===== src/rtl/ysyx_23060286_ifu.sv =====
// rtl/ysyx_23060286_ifu.sv - instruction fetch unit: PC, one-deep imem request/response, latched instruction
module ysyx_23060286_ifu #(
  parameter logic [31:0] RESET_PC = 32'h8000_0000
) (
  input  logic        clk,
  input  logic        rst,
  output logic        imem_req_valid,
  input  logic        imem_req_ready,
  output logic [31:0] imem_req_addr,
  input  logic        imem_rsp_valid,
  output logic        imem_rsp_ready,
  input  logic [31:0] imem_rsp_data,
  input  logic        imem_rsp_err,
  output logic        inst_valid,
  input  logic        inst_ready,
  output logic [31:0] inst,
  output logic [31:0] inst_pc,
  output logic [6:0]  op,
  output logic [2:0]  f3,
  output logic        f7,
  input  logic        redirect,
  input  logic [31:0] redirect_target,
  output logic        fault,
  output logic [31:0] fault_pc,
  output logic [31:0] retired
);

  localparam logic [1:0] S_REQ   = 2'd0;
  localparam logic [1:0] S_WAIT  = 2'd1;
  localparam logic [1:0] S_HOLD  = 2'd2;
  localparam logic [1:0] S_FAULT = 2'd3;

  logic [1:0]  state;
  logic [31:0] pc;
  logic [31:0] next_pc;

  // Next fetch address; only consumed in the accept cycle, so redirect is ignored otherwise.
  assign next_pc = redirect ? redirect_target : pc + 32'd4;

  // Handshake outputs decode from the state register only; rst masks them while asserted.
  always_comb begin
    imem_req_valid = (state == S_REQ)  && !rst;
    imem_rsp_ready = (state == S_WAIT) && !rst;
    inst_valid     = (state == S_HOLD) && !rst;
    fault          = (state == S_FAULT);
  end

  assign imem_req_addr = pc;
  assign op            = inst[6:0];
  assign f3            = inst[14:12];
  assign f7            = inst[30];

  // Fetch sequencing: request, wait for the word, hold it until accepted, or park on a fault.
  always_ff @(posedge clk) begin
    if (rst) begin
      state    <= S_REQ;
      pc       <= RESET_PC;
      inst     <= 32'd0;
      inst_pc  <= 32'd0;
      retired  <= 32'd0;
      fault_pc <= 32'd0;
    end else begin
      case (state)
        S_REQ: begin
          if (imem_req_ready) state <= S_WAIT;
        end
        S_WAIT: begin
          if (imem_rsp_valid) begin
            if (imem_rsp_err) begin
              fault_pc <= pc;
              state    <= S_FAULT;
            end else begin
              inst    <= imem_rsp_data;
              inst_pc <= pc;
              state   <= S_HOLD;
            end
          end
        end
        S_HOLD: begin
          if (inst_ready) begin
            retired <= retired + 32'd1;
            // A misaligned successor faults before it is ever requested; pc keeps the last good value.
            if (next_pc[1:0] != 2'b00) begin
              fault_pc <= next_pc;
              state    <= S_FAULT;
            end else begin
              pc    <= next_pc;
              state <= S_REQ;
            end
          end
        end
        default: begin
          state <= S_FAULT;
        end
      endcase
    end
  end

endmodule


===== config.mk =====
export PLATFORM = sky130hd
export DESIGN_NAME = ysyx_23060286_ifu
export DESIGN_NICKNAME = d
export VERILOG_FILES = /design/src/rtl/ysyx_23060286_ifu.sv
export SDC_FILE = /design/constraint.sdc
export NUM_CORES = 1
export LEC_CHECK = 0
export CORE_UTILIZATION = 47
export CTS_CLUSTER_SIZE = 12
export DETAILED_ROUTE_END_ITERATION = 16
export PLACE_DENSITY_LB_ADDON = 0.3
export SLEW_MARGIN = 20
export SYNTH_ARGS = -nofsm -noshare
export SYNTH_HDL_FRONTEND = slang
export SYNTH_SLANG_ARGS = --single-unit

===== constraint.sdc =====
create_clock -name clk -period 3 [get_ports clk]
set_clock_uncertainty 0.05 [all_clocks]
set_input_delay 0.6 -clock clk [delete_from_list [all_inputs] [get_ports clk]]
set_output_delay 0.6 -clock clk [all_outputs]
set_load 0.005 [all_outputs]

==> results of run 1 <==
-- metrics by stage --
stage | cell area (um2) | hold slack [ps] | instances | total power (W) | util
after floorplan | 7630 | 398.3 | 991 | 0.002471 | -
after global placement | 10230 | 391.0 | 1391 | 0.002714 | 0.6441
after detailed placement | 10230 | 395.3 | 1391 | 0.002719 | 0.6441
after CTS | 10790 | 404.1 | 1423 | 0.004778 | 0.6791
after global routing | 10790 | 415.4 | 1423 | 0.004903 | 0.6791
final | 10790 | 401.8 | 1423 | 0.004745 | 0.6791
-- synthesized netlist by cell type, drive strengths merged, types with 6 or more instances --
cell type / count
nand2: 212
dfxtp: 162
a21oi: 109
nor2: 96
clkbuf: 61
o21ai: 45
buf: 32
nand3: 30
nor3: 23
xnor2: 18
nand4: 16
xor2: 14
a211oi: 12
inv: 11
and3: 9
o211ai: 9
or3: 9
a221oi: 8
a311oi: 8
nand2b: 7
nand3b: 7
o31ai: 7
a21o: 6
and4: 6
mux2i: 6
or4: 6
-- worst min-delay path by stage --
stage / end / slack (ps)
3_3_place_gp: inst_pc[10]$_SDFFE_PP0P_ / 390
2_1_floorplan: fault_pc[3]$_SDFFE_PP0P_ / 400
5_1_grt: inst_pc[22]$_SDFFE_PP0P_ / 420
4_1_cts: inst_pc[30]$_SDFFE_PP0P_ / 400
6_report: inst_pc[30]$_SDFFE_PP0P_ / 400
3_5_place_dp: inst[26]$_SDFFE_PP0P_ / 400
-- power by group through the flow --
stage	Sequential, W	Combinational, W	Clock (W)
3_5_place_dp	0.00227	0.000452	0
6_report	0.00222	0.000456	0.00207
2_1_floorplan	0.00226	0.000210	0
4_1_cts	0.00222	0.000456	0.00210
3_3_place_gp	0.00227	0.000448	0
5_1_grt	0.00222	0.000495	0.00218
-- flip-flops by register name, indices dropped and copies added (netlist names) --
name           count
state              2
inst              32
inst_pc           32
imem_req_addr     32
retired           32
fault_pc          32
-- final cells by class --
type,count,area [um2]
Clock buffer,19,442.9
Inverter,11,41.29
Fill cell,1360,5097
Tap cell,216,270.3
Multi-Input combinational cell,725,3943
Sequential cell,162,3243
Clock inverter,13,112.6
Timing Repair Buffer,277,2735
-- layer usage --
layer,routed length (um),vias to the layer above
met5,0,-
met4,456,0
met3,1948,29
met2,10770,308
met1,9868,3554
li1,-,3824
-- cells by family (layout without fill, tap and decap cells) --
group,Yosys count,count (layout),share of synthesized area
and+or+nand+nor,444,444,0.2739
AOI/OAI and AO/OA,239,239,0.1902
adders and majority gates,2,2,0.003279
xor gates and xnor gates,32,32,0.03673
buffers and inverters,104,320,0.06002
DFF,162,162,0.4251
muxes,8,8,0.01082
-- critical path, stage by stage (launching register included) --
cell      delay, ps
dfxtp_1         540
ha_1            300
and3_1          390
nand3_2         260
or4_1           450
nand3_1         110
o211ai_1        100
a211oi_1        230
==> run metrics, run 1 <==
run status complete, no violations; total grt overflow 0; clk sinks 162; H-tree lvl count 4; I/O Buffers 245; Post-Syn Area 7630 um2; met2 usage 0.4478; post-synthesis sequential area ratio 0.4251; fin. max-slew vios 0; WP data required 3290 ps; P per Cell Area 439.8 nW/um2; DR vias 7715; commonest non-fill, non-tap cell in the layout clkdlybuf4s50_1; cts hold-fix bufs 0; via/cell ratio 5.422; CP Class flip-flop to flip-flop; Tmin final 2527 ps; Detail Route Antenna Nets 0; Clk Latency, worst-skew pair 430 ps; I/O Pins 246; most frequent cells in the layout clkdlybuf4s50_1 (243), nand2_1 (212), dfxtp_1 (162), a21oi_1 (108), nor2_1 (94); Clock Tree Root clkbuf_16; Synth async-reset ratio 0; first-pass GRT wire length 36280 um; vias in the first global route 7023; HP Start inst_pc[30]$_SDFFE_PP0P_; worst slack at placement 257.4 ps; Seq pwr share 0.468; fmax 395.8 MHz; initial core utilization 0.4803; Clk pin slew, worst setup/hold paths 60 ps; total CTS buffers 17; RR Startpoint imem_req_addr[2]$_SDFFE_PP0P_; final hold viol count 0; Comb power frac 0.096; crit-path max FO 10; switching share of power 0.2457; fin nets 1267; worst r2r dst fault_pc[20]$_SDFFE_PP0P_; DRC violations left 0; GRT busiest layer met2; dpl hpwl 15750 um; number of iterations in the first detailed-routing pass 5; RSZ-0062 raised after global routing no; Layout area overhead 41.39%; Die X 129.4 um; Post-Route Setup TNS 0 ps; Reg2Reg Depth 7; max-cap violations 0; Max-slew headroom 0.5552; n_diodes 0; crit end category flip-flop; EDFF count, synth 0; post-synthesis cell count 991; slew of the pin with the lowest slew margin 667.2 ps; Syn Area/Cell 7.699 um2; Worst setup endpoint fault_pc[20]$_SDFFE_PP0P_; period utilisation layout 0.8422; Seq cells post-synth 162; met3 global-route usage 0.07060; Post-CTS Setup Bufs 0; PostCTS Resize Cnt 0; die area 16750 um2; Clock Path Buffers 2; Crit. Startpoint imem_req_addr[2]$_SDFFE_PP0P_; R2R setup slack 470 ps; Die H 129.4 um; design internal power 0.003579 W; antenna violations before repair 0; initial detailed-routing violation count 581; core footprint 15890 um2; Pleak 3.626 nW; Post-Route WL 23040 um; Mapped Nets 1064; # rows 46; Tightest Hold Check Type flip-flop to flip-flop; layout cell share with drive strength beyond 1 0.07125; dominant synthesized flop cell dfxtp_1; gpl congestion 0.8435; Synth area leader dfxtp_1; nature of the critical path startpoint flip-flop; largest net degree at the start of global routing 87; WL/cell 16.19 um; Clock Power Share 0.436; CP arrival 2810 ps; Ys Warns 0; CTS tree done; switching pwr 0.001166 W; GR Util All Layers 0.2762; post-route setup slack 473.3 ps; WHS Path Cells 2; dominant cells by area after synthesis dfxtp_1 (43%), nand2_1 (10%), a21oi_1 (7.1%), nor2_1 (4.7%), o21ai_0 (3.0%); Yosys top cell area share 0.4251; met1 GRT Util 0.3555; setup violators final 0; Synth cell types 60; Max VDD drop 0.3856 mV
(Power assumes the default switching activity.)
==> inputs of run 2 (changes only) <==
--- a/config.mk
+++ b/config.mk
@@ -5,7 +5,7 @@
 export SDC_FILE = /design/constraint.sdc
 export NUM_CORES = 1
 export LEC_CHECK = 0
-export CORE_UTILIZATION = 47
+export CORE_UTILIZATION = 42
 export CTS_CLUSTER_SIZE = 12
 export DETAILED_ROUTE_END_ITERATION = 16
 export PLACE_DENSITY_LB_ADDON = 0.3
==> constraint.sdc (replaced) <==
create_clock -name clk -period 2.1 [get_ports clk]
set_clock_uncertainty 0.05 [all_clocks]
set_input_delay 0.42 -clock clk [delete_from_list [all_inputs] [get_ports clk]]
set_output_delay 0.42 -clock clk [all_outputs]
set_load 0.005 [all_outputs]
==> run metrics, run 2 (synthesis gave the netlist of run 1 again) <==
total grt overflow 0 (unchanged); I/O Pins 246 (unchanged); H-tree lvl count 4 (unchanged); Detail Route Antenna Nets 0 (unchanged); Tmin final 2032 ps (-494.4 ps); final hold viol count 0 (unchanged); RSZ-0062 raised after global routing yes; design internal power 0.005408 W (+51%); first-pass GRT wire length 37720 um (+4.0%); die area 18710 um2 (+12%); WL/cell 16.31 um (+0.69%); vias in the first global route 7437 (+5.9%); gpl congestion 0.8898 (+5.5%); antenna violations before repair 2 (+2); Post-Route WL 24520 um (+6.4%); WHS 294.1 ps (-107.7 ps); fmax 492.1 MHz (+24%); slew of the pin with the lowest slew margin 900.3 ps (+233.1 ps); worst r2r dst imem_req_addr[30]$_SDFFE_PP0P_; Comb power frac 0.102 (+0.006); Seq pwr share 0.447 (-0.021); Pleak 4.080 nW (+13%); layout cell share with drive strength beyond 1 0.1393 (+0.06803); dpl hpwl 17510 um (+11%); DRC violations left 0 (unchanged); Reg2Reg Depth 6 (-1); Die H 136.8 um (+5.7%); Placed Instances 1468 (+5.5%); switching pwr 0.001672 W (+43%); setup violators final 0 (unchanged); fin nets 1338 (+5.6%); Crit. Startpoint imem_req_addr[16]$_SDFFE_PP0P_; HP Start rst; Clk pin slew, worst setup/hold paths 60 ps (about the same); Tightest Hold Check Type input port to flip-flop; initial core utilization 0.4351 (-0.04523); # rows 48 (+4.3%); Die X 136.8 um (+5.7%); GR Util All Layers 0.2595 (-0.01677); P per Cell Area 613.1 nW/um2 (+39%); Clock Power Share 0.451 (+0.015); clk sinks 162 (unchanged); CTS tree done; WHS Path Cells 2 (unchanged); fin. max-slew vios 0 (unchanged); commonest non-fill, non-tap cell in the layout clkdlybuf4s50_1; Non-Filler Instances 1504 (+5.7%); Max VDD drop 0.5796 mV (+50%); run status complete, no violations; Layout area overhead 51.34%; RR Startpoint imem_req_addr[16]$_SDFFE_PP0P_; most frequent cells in the layout clkdlybuf4s50_1 (239), nand2_1 (211), dfxtp_1 (154), a21oi_1 (108); DR vias 8035 (+4.1%); CP Class flip-flop to flip-flop; largest net degree at the start of global routing 81 (-6.9%); Clk Latency, worst-skew pair 420 ps (about the same); crit-path max FO 5 (-5); period utilisation layout 0.9677 (+0.1255); Clock Path Buffers 2 (unchanged); CP arrival 2320 ps (-490 ps); max-cap violations 0 (unchanged); total CTS buffers 17 (unchanged); crit end category flip-flop; switching share of power 0.2361 (-0.009562); nature of the critical path startpoint flip-flop; via/cell ratio 5.342 (-1.5%); R2R setup slack 70 ps (-410 ps); WHS Endpoint inst[13]$_SDFFE_PP0P_; core footprint 17540 um2 (+10%); I/O Buffers 245 (unchanged); initial detailed-routing violation count 621 (+6.9%); Max-slew headroom 0.3998 (-0.1554); WP data required 2380 ps (-910 ps); number of iterations in the first detailed-routing pass 7 (+2); Clock Tree Root clkbuf_16
-- run 2: power groups by stage --
stage / clock [W] / sequential, W / combinational [W]
after global placement: 0 / 0.00323 / 0.000711
after CTS: 0.00325 / 0.00316 / 0.000722
after detailed placement: 0 / 0.00323 / 0.000716
after floorplan: 0 / 0.00323 / 0.000300
after global routing: 0.00337 / 0.00317 / 0.000778
final: 0.00319 / 0.00316 / 0.000724
-- run 2: area by class of cell --
| class | instances | area (um2) |
|---|---|---|
| fill | 1500 | 5989 |
| multi-input combinational | 725 | 4026 |
| timing repair buffer | 348 | 3333 |
| sequential | 162 | 3258 |
| clock buffer | 20 | 446.7 |
| tap | 225 | 281.5 |
| clock inverter | 12 | 157.7 |
| inverter | 11 | 41.29 |
| antenna | 1 | 2.502 |
-- run 2: per-stage QoR --
stage	utilization	total power (W)	setup WS, ps	TNS [ps]	area (um2)
2_1_floorplan	-	0.003530	1.461	0	7630
3_3_place_gp	0.6168	0.003937	-401.5	-7548	10820
3_5_place_dp	0.6168	0.003944	-470.2	-8941	10820
4_1_cts	0.6523	0.007130	-7.064	-7.064	11440
5_1_grt	0.6585	0.007319	-10.84	-13.61	11550
6_report	0.6585	0.007080	67.73	0	11550
-- run 2: how the worst max path moves through the flow --
stage | end | slack, ps | depth (start not counted)
final | imem_req_addr[30]$_SDFFE_PP0P_ | 70 | 6
after global routing | fault_pc[28]$_SDFFE_PP0P_ | -10 | 8
after CTS | imem_req_addr[30]$_SDFFE_PP0P_ | -7 | 6
after detailed placement | retired[27]$_SDFFE_PP0P_ | -470 | 6
after global placement | retired[27]$_SDFFE_PP0P_ | -400 | 6
after floorplan | fault_pc[20]$_SDFFE_PP0P_ | 1 | 8
-- run 2: worst max-delay path, cell delays in order, from the launching register on --
cell,delay (ps)
dfxtp_4,370
nand4_4,120
or4_4,610
nor3_4,220
nand3_2,170
a21o_1,200
a221oi_2,210
-- run 2: repair_timing --
action / in CTS / in global routing
hold buffers: 0 / 0
gates cloned: 0 / 0
buffers inserted: 0 / 4
setup endpoints to repair: 6 / 30
resized for setup: 11 / 24
endpoints found under the hold margin: 0 / 0
pin swaps: 1 / 10
-- run 2: layer usage --
| layer | global-route usage | up-vias | routed length (um) |
|---|---|---|---|
| met5 | 0 | - | 13 |
| met2 | 0.4213 | 318 | 11410 |
| met4 | 0.09646 | 2 | 468 |
| met1 | 0.3290 | 3717 | 10390 |
| met3 | 0.06852 | 27 | 2244 |
| li1 | - | 3971 | - |
